[src/rtl/mem_rw_arbiter.sv]
// mem_rw_arbiter: round-robin arbiter sharing memoryReg's RW port between CPU (A) and loader (B); optional lock via MEM_ARB_LOCK_EN
module mem_rw_arbiter #(
  parameter int ADDR_W = 7,
  parameter int DATA_W = 32
) (
  input  logic              clk,
  input  logic              reset_n,
  input  logic              reqA,
  input  logic              reqB,
  input  logic              weA,
  input  logic              weB,
  input  logic [ADDR_W-1:0] addressA,
  input  logic [ADDR_W-1:0] addressB,
  input  logic [DATA_W-1:0] dataInA,
  input  logic [DATA_W-1:0] dataInB,
`ifdef MEM_ARB_LOCK_EN
  input  logic              lockA,
  input  logic              lockB,
`endif
  output logic              gntA,
  output logic              gntB,
  output logic              rvalidA,
  output logic              rvalidB,
  output logic [DATA_W-1:0] dataOutA,
  output logic [DATA_W-1:0] dataOutB,
  output logic [ADDR_W-1:0] memAddressRW,
  output logic [DATA_W-1:0] memDataInRW,
  output logic              memWriteEnableRW,
  input  logic [DATA_W-1:0] memDataOutRW
);
  localparam logic [1:0] IDLE  = 2'd0;
  localparam logic [1:0] OWN_A = 2'd1;
  localparam logic [1:0] OWN_B = 2'd2;
  logic [1:0] state, state_nx;
  logic last, last_nx;
  logic hold_a, hold_b;
`ifdef MEM_ARB_LOCK_EN
  assign hold_a = state == OWN_A && lockA && reqA;
  assign hold_b = state == OWN_B && lockB && reqB;
`else
  assign hold_a = 1'b0;
  assign hold_b = 1'b0;
`endif
  // Grants are qualified by the request so a stale owner never issues a write
  assign gntA = state == OWN_A && reqA;
  assign gntB = state == OWN_B && reqB;
  // Steer the RW port from the current owner; zero when idle (and immediately on reset)
  always_comb begin
    memWriteEnableRW = gntA ? weA : gntB ? weB : 1'b0;
    memAddressRW     = state == OWN_A ? addressA : state == OWN_B ? addressB : '0;
    memDataInRW      = state == OWN_A ? dataInA  : state == OWN_B ? dataInB  : '0;
  end
  // Next owner: a waiting other side goes first, idle ties go to whoever was not served last (last: 1 = B)
  always_comb begin
    state_nx = IDLE;
    last_nx  = last;
    if (hold_a || hold_b)
      state_nx = state;
    else if (state == OWN_A) begin
      state_nx = reqB ? OWN_B : reqA ? OWN_A : IDLE;
      last_nx  = 1'b0;
    end else if (state == OWN_B) begin
      state_nx = reqA ? OWN_A : reqB ? OWN_B : IDLE;
      last_nx  = 1'b1;
    end else
      state_nx = (reqA && reqB) ? (last ? OWN_A : OWN_B) : reqA ? OWN_A : reqB ? OWN_B : IDLE;
  end
  // Owner state and last-served pointer
  always_ff @(posedge clk or negedge reset_n) begin
    if (!reset_n) begin
      state <= IDLE;
      last  <= 1'b1;
    end else begin
      state <= state_nx;
      last  <= last_nx;
    end
  end
  // Capture read data at the closing edge of a granted read; rvalid pulses the following cycle
  always_ff @(posedge clk or negedge reset_n) begin
    if (!reset_n) begin
      rvalidA  <= 1'b0;
      rvalidB  <= 1'b0;
      dataOutA <= '0;
      dataOutB <= '0;
    end else begin
      rvalidA <= gntA && !weA;
      rvalidB <= gntB && !weB;
      if (gntA && !weA) dataOutA <= memDataOutRW;
      if (gntB && !weB) dataOutB <= memDataOutRW;
    end
  end
endmodule
[config.mk]
export PLATFORM = sky130hd
export DESIGN_NAME = mem_rw_arbiter
export DESIGN_NICKNAME = d
export VERILOG_FILES = /design/src/rtl/mem_rw_arbiter.sv
export SDC_FILE = /design/constraint.sdc
export NUM_CORES = 1
export LEC_CHECK = 0
export CAP_MARGIN = 20
export CORE_ASPECT_RATIO = 0.5
export CORE_MARGIN = 3
export CORE_UTILIZATION = 32
export DETAILED_ROUTE_END_ITERATION = 10
export PLACE_DENSITY_LB_ADDON = 0.08
export RECOVER_POWER = 25
export SLEW_MARGIN = 20
export SYNTH_ARGS = -nofsm -noshare
export SYNTH_HDL_FRONTEND = slang
export SYNTH_SLANG_ARGS = --single-unit
[constraint.sdc]
create_clock -name clk -period 1.73 [get_ports clk]
set_input_delay 0.519 -clock clk [delete_from_list [all_inputs] [get_ports clk]]
set_output_delay 0.519 -clock clk [all_outputs]
set_load 0.005 [all_outputs]
Word-level counts from Yosys, hierarchy flattened

Index checks and enable logic that the tools add are counted.

Register bits: 69
Output and inout port bits: 108
Input bits: 116
Word-level logic and storage cells: 32

Mux-type cells: 16
Equal/unequal tests: 2
Reductions and logical operators: 8

Operator list:

| operator           | number |
|---|---|
| $mux 32            | 2 |
| $mux 2             | 7 |
| $mux 7             | 2 |
| $logic_and 1x1->1  | 5 |
| $mux 1             | 5 |
| $eq 2x1->1 const B | 1 |
| $eq 2x2->1 const B | 1 |
| $logic_not 1->1    | 2 |
| $reduce_bool 2->1  | 1 |

Longest topological paths before layout

Depth in word-level cells: 5
Mapped depth: 6
Depth with buffers taken out: 4

Least setup slack after synthesis

No wires, ideal clock.

Kind: register to output
Start: reg state[0]
End: out memAddressRW[0]
Cell stages (with the launch flop): 7
Data arrival time: 1,234 ps
Slack: -23 ps
Required time: 1,211 ps
Buffers on the path: 2
Cells stage by stage: dfrtp_1 > inv_1 > ha_1 > buf_2 > clkbuf_1 > nand2_1 > o21ai_0

Cells in the longest elaborated chain, start to end: 3
Elaborated cells between the ends (all ways): 4
Classes of those cells: eq/ne: 2; mux: 2

RTL lines:

| what                     | RTL line | source |
|---|---|---|
| start: declaration       | 34       | `logic [1:0] state, state_nx;` |
| start signal: assignment | 74       | `state <= state_nx;` |
| $eq 2x2->1               | 50       | `memAddressRW = state == OWN_A ? addressA : state == OWN_B ? addressB : '0;` |
| $mux 7                   | 50       |  |
| $mux 7 *                 | 50       |  |
| end: declaration         | 26       | `output logic [ADDR_W-1:0] memAddressRW,` |

Mark *: on every way between the ends. The rest lies on a longest branch, timed or not.

Final worst setup path

Start: reg state[0]
End: out memDataInRW[11]

Cells in the longest elaborated chain, start to end: 3
Elaborated cells between the ends (all ways): 4
Classes of those cells: eq/ne: 2; mux: 2

RTL lines:

| what             | RTL line | source |
|---|---|---|
| $eq 2x2->1       | 51       | `memDataInRW = state == OWN_A ? dataInA : state == OWN_B ? dataInB : '0;` |
| $mux 32          | 51       |  |
| $mux 32 *        | 51       |  |
| end: declaration | 27       | `output logic [DATA_W-1:0] memDataInRW,` |

Marks and branches as above.

==> impl_metrics.yaml <==
global_route:
  vias_in_the_first_global_route: 3192
  globalRouteMet1Util_pct: 21.6
  met3_usage_pct: 8.82
  gr-usage-all-layers_pct: 19.2
  grt_first_pass_wirelength_um: 17300
  antenna_found_initial: 0
  grt_busiest_layer: "met2"
  global_route_met2_utilization_pct: 33.7
  grt.overflow.total: 0
  grt_start_max_net_pins: 70
floorplan:
  io-pin-count: 224
  start_util_pct: 34.1
  die_area_mm2: 0.0117
  fp-row-count: 25
  die_h_um: 78.1
  core_area_mm2: 0.00976
  die_width_um: 150
yosys:
  post-synth-top-area-cell: "dfrtp_1"
  yosys.cell_count.top_type: "nand2_1"
  netlist_area_mm2: 0.00332
  post_synth_inst_count: 290
  yosysTopAreaCellShare_pct: 51.2
  yosys_register_bits: 69
  synthTopCellsByArea: "dfrtp_1 (51%), mux2_4 (13%), mux2_2 (12%)"
  syn_nets: 409
  yosys_warnings: 0
  top_flip_flop_cell_by_instance_count_after_synthesis: "dfrtp_1"
  ys_async_sr_fraction_pct: 100
  synth.yosys.seq_area_share_pct: 52.0
  synth_edf_count: 0
  netlist_top_cells_count: "nand2_1 (79), dfrtp_1 (68), o21ai_0 (41)"
  postSynthAreaPerCell_um2: 11.5
  yosysUniqueCellTypes: 19
place:
  placement.io_buffers: 223
  preCtsSetupSlack_ns: -0.633
  hpwlAfterDp_um: 8160
  gp_congestion: 0.863
power_and_ir_drop:
  power.net_switching_mw: 2.31
  clkPwrFrac_pct: 24.2
  swShare_pct: 26.7
  pwr-share-comb_pct: 45.2
  internal_power_mw: 6.35
  post-layout-total-power_mw: 8.65
  seq_power_share_pct: 30.6
  total_leakage_power_nw: 3.86
  power.density_cell_area_mw_per_mm2: 1220
  ir_drop_mv: 0.509
sta:
  relative_slew_slack_pct: 37.4
  min_period_over_period_pct: 124
  final-hold-violation-count: 0
  finalSetupTns_ns: -18.12
  tightest_slew_ns: 0.939
  worst_clock_skew_ns: 0.00493
  layout_setup_ws_ns: -0.421
  finalWorstPathRequiredPeriod_ns: 2.15
  setup_viol: 86
  maxClockFrequency_ghz: 0.465
  unrepaired_setup_endpoints_after_global_routing: "true"
  slew_viol_final: 0
clocking:
  root_buffer: "clkbuf_16"
  cts_buffers: 9
  numClockSinks: 69
  clk_latency_ns: 0.32
  cts.reportedPaths.clkPinSlew_ns: 0.06
  cts_hold_buffers: 0
  htreeDepth: 3
  cts_tree: "done"
  clockBufferDepth: 2
critical_path:
  path_class: "reg2out"
  worstPathCellList: "inv_2, ha_4, buf_12, clkbuf_16, nand2_2, o21ai_1, buf_2"
  slowest_stage: "dfrtp_1"
  worstRegToRegCells: 9
  critical_path_arrival_ns: 1.63
  timing.critical_path.max_delay_family: "buffers and inverters"
  critical_path.endpoint_type: "output pin"
  regToRegEndpoint: "dataOutA[0]"
  crit_fanout: 7
  cp.buffers_inverters: 4
  rr_startpoint: "state[1]"
  worstPathRequired_ns: 1.21
  critical_path.max_stage_delay_ns: 0.42
  rrSetupSlack_ns: -0.11
  type_of_origin_of_the_critical_path: "flip-flop"
detailed_routing:
  vias: 3163
  routed_via_density: 4.54
  dr.first_iter.drc_count: 86
  routed_wl_um: 12200
  detail_route.drc_violations: 0
  drt_first_pass_iters: 6
  drt.antenna.violating_nets: 0
  wl_per_cell_um: 17.5
status:
  violations: "setup timing"
  status: "complete, but fails checks"
finish:
  antenna_cell_count: 0
  num-nets-final: 675
  proportion_of_layout_cells_with_a_drive_suffix_above_1_pct: 43.7
  multi_input_area_mm2: 0.00188
  area.growth.synth_to_final_pct: 114
  final.fill_count: 685
  ff_latch_area_mm2: 0.00173
worst_hold_path:
  hold_path_class: "in2async"
run:
  max-cap-violations: 0
## worst max path at each step
stage                        start  slack, ns                to  cells past startpoint
after floorplan           state[0]      -0.02   memAddressRW[0]                      6
after detailed placement      reqA      -0.63  memWriteEnableRW                      4
after global placement        reqA      -0.61  memWriteEnableRW                      4
final                     state[0]      -0.42   memDataInRW[11]                      7
after CTS                 state[1]      -0.45   memAddressRW[5]                      7
after global routing      state[0]      -0.51  memWriteEnableRW                      8
## state kept, by name, summed over array words and instances, names as in the netlist
register  count
state         2
rvalidB       1
dataOutB     32
dataOutA     32
last          1
rvalidA       1
## layout by cell type, fill, tap and decap left out, types with 2 or more instances in the layout
master	Yosys	final
ha_4	0	2
mux2_2	34	5
inv_2	0	2
inv_1	5	3
nand2_4	0	18
buf_2	1	39
dlymetal6s2s_1	0	47
o21ai_4	0	2
mux2_4	29	58
o21ai_2	0	23
buf_16	0	7
buf_12	0	14
and2_4	0	2
buf_4	1	16
clkbuf_16	0	13
clkdlybuf4s50_1	0	122
o21ai_1	0	15
nand2_1	79	43
nand2_2	0	18
dlygate4sd2_1	0	11
nand3b_4	2	2
buf_6	6	13
dfrtp_1	68	67
bufinv_16	0	3
## final cells by class
type / count / area share (%)
well taps: 135 / 2.38
flip-flops and latches: 69 / 24.3
inverters: 5 / 0.264
repair buffers: 275 / 41.7
clock buffers: 10 / 3.22
multi-input cells: 196 / 26.5
clock inverters: 6 / 1.57
## metrics by stage
step                      hold WS, ns  area (um2)  util (%)  instances
final                           0.435        7100      72.8        696
after global routing            0.512        7100      72.8        696
after CTS                       0.221        6480      66.4        683
after detailed placement        0.481        5860      60.0        648
after global placement          0.465        5860      60.0        648
after floorplan                 0.223        3320         -        290
## logic make-up (layout without fill, tap and decap cells)
| kind of cell | Yosys count | after routing | share of synthesized area, % |
|---|---|---|---|
| buffers and inverters | 25 | 296 | 4.33 |
| multiplexers | 64 | 64 | 25.0 |
| AND/OR/NAND/NOR | 85 | 85 | 10.8 |
| adder cells (fa/ha/maj) | 3 | 3 | 1.13 |
| flip-flops | 69 | 69 | 52.0 |
| AO/OA/AOI/OAI | 44 | 44 | 6.78 |
## metal layers
layer | share of wire (%) | routed length, um | up-vias
met5 | 0 | 0 | -
met4 | 1.1 | 128 | 0
met3 | 8.5 | 1030 | 10
met2 | 50 | 6110 | 120
met1 | 40 | 4910 | 1515
li1 | - | - | 1518
## power by group through the flow
stage,sequential [mW],clock (mW),combinational (mW)
finish,2.65,2.09,3.91
global route,2.74,2.23,4.17
CTS,2.65,2.14,3.61
detailed placement,2.65,0,3.44
global placement,2.64,0,3.41
floorplan,2.69,0,1.10
## timing repair
action / 4_1_cts / 5_1_grt
pin swaps: 10 / 48
cloned: 8 / 4
setup buffers: 11 / 14
endpoints found under the setup margin: 85 / 133
resized for setup: 261 / 159
## worst register-to-register path, cell delays in order (launching register included)
cell	delay [ns]
dfrtp_2	0.44
inv_2	0.08
ha_4	0.14
buf_6	0.10
buf_6	0.12
buf_6	0.11
nand3b_4	0.13
buf_12	0.17
buf_16	0.14
mux2_4	0.29
(Power assumes the default switching activity.)
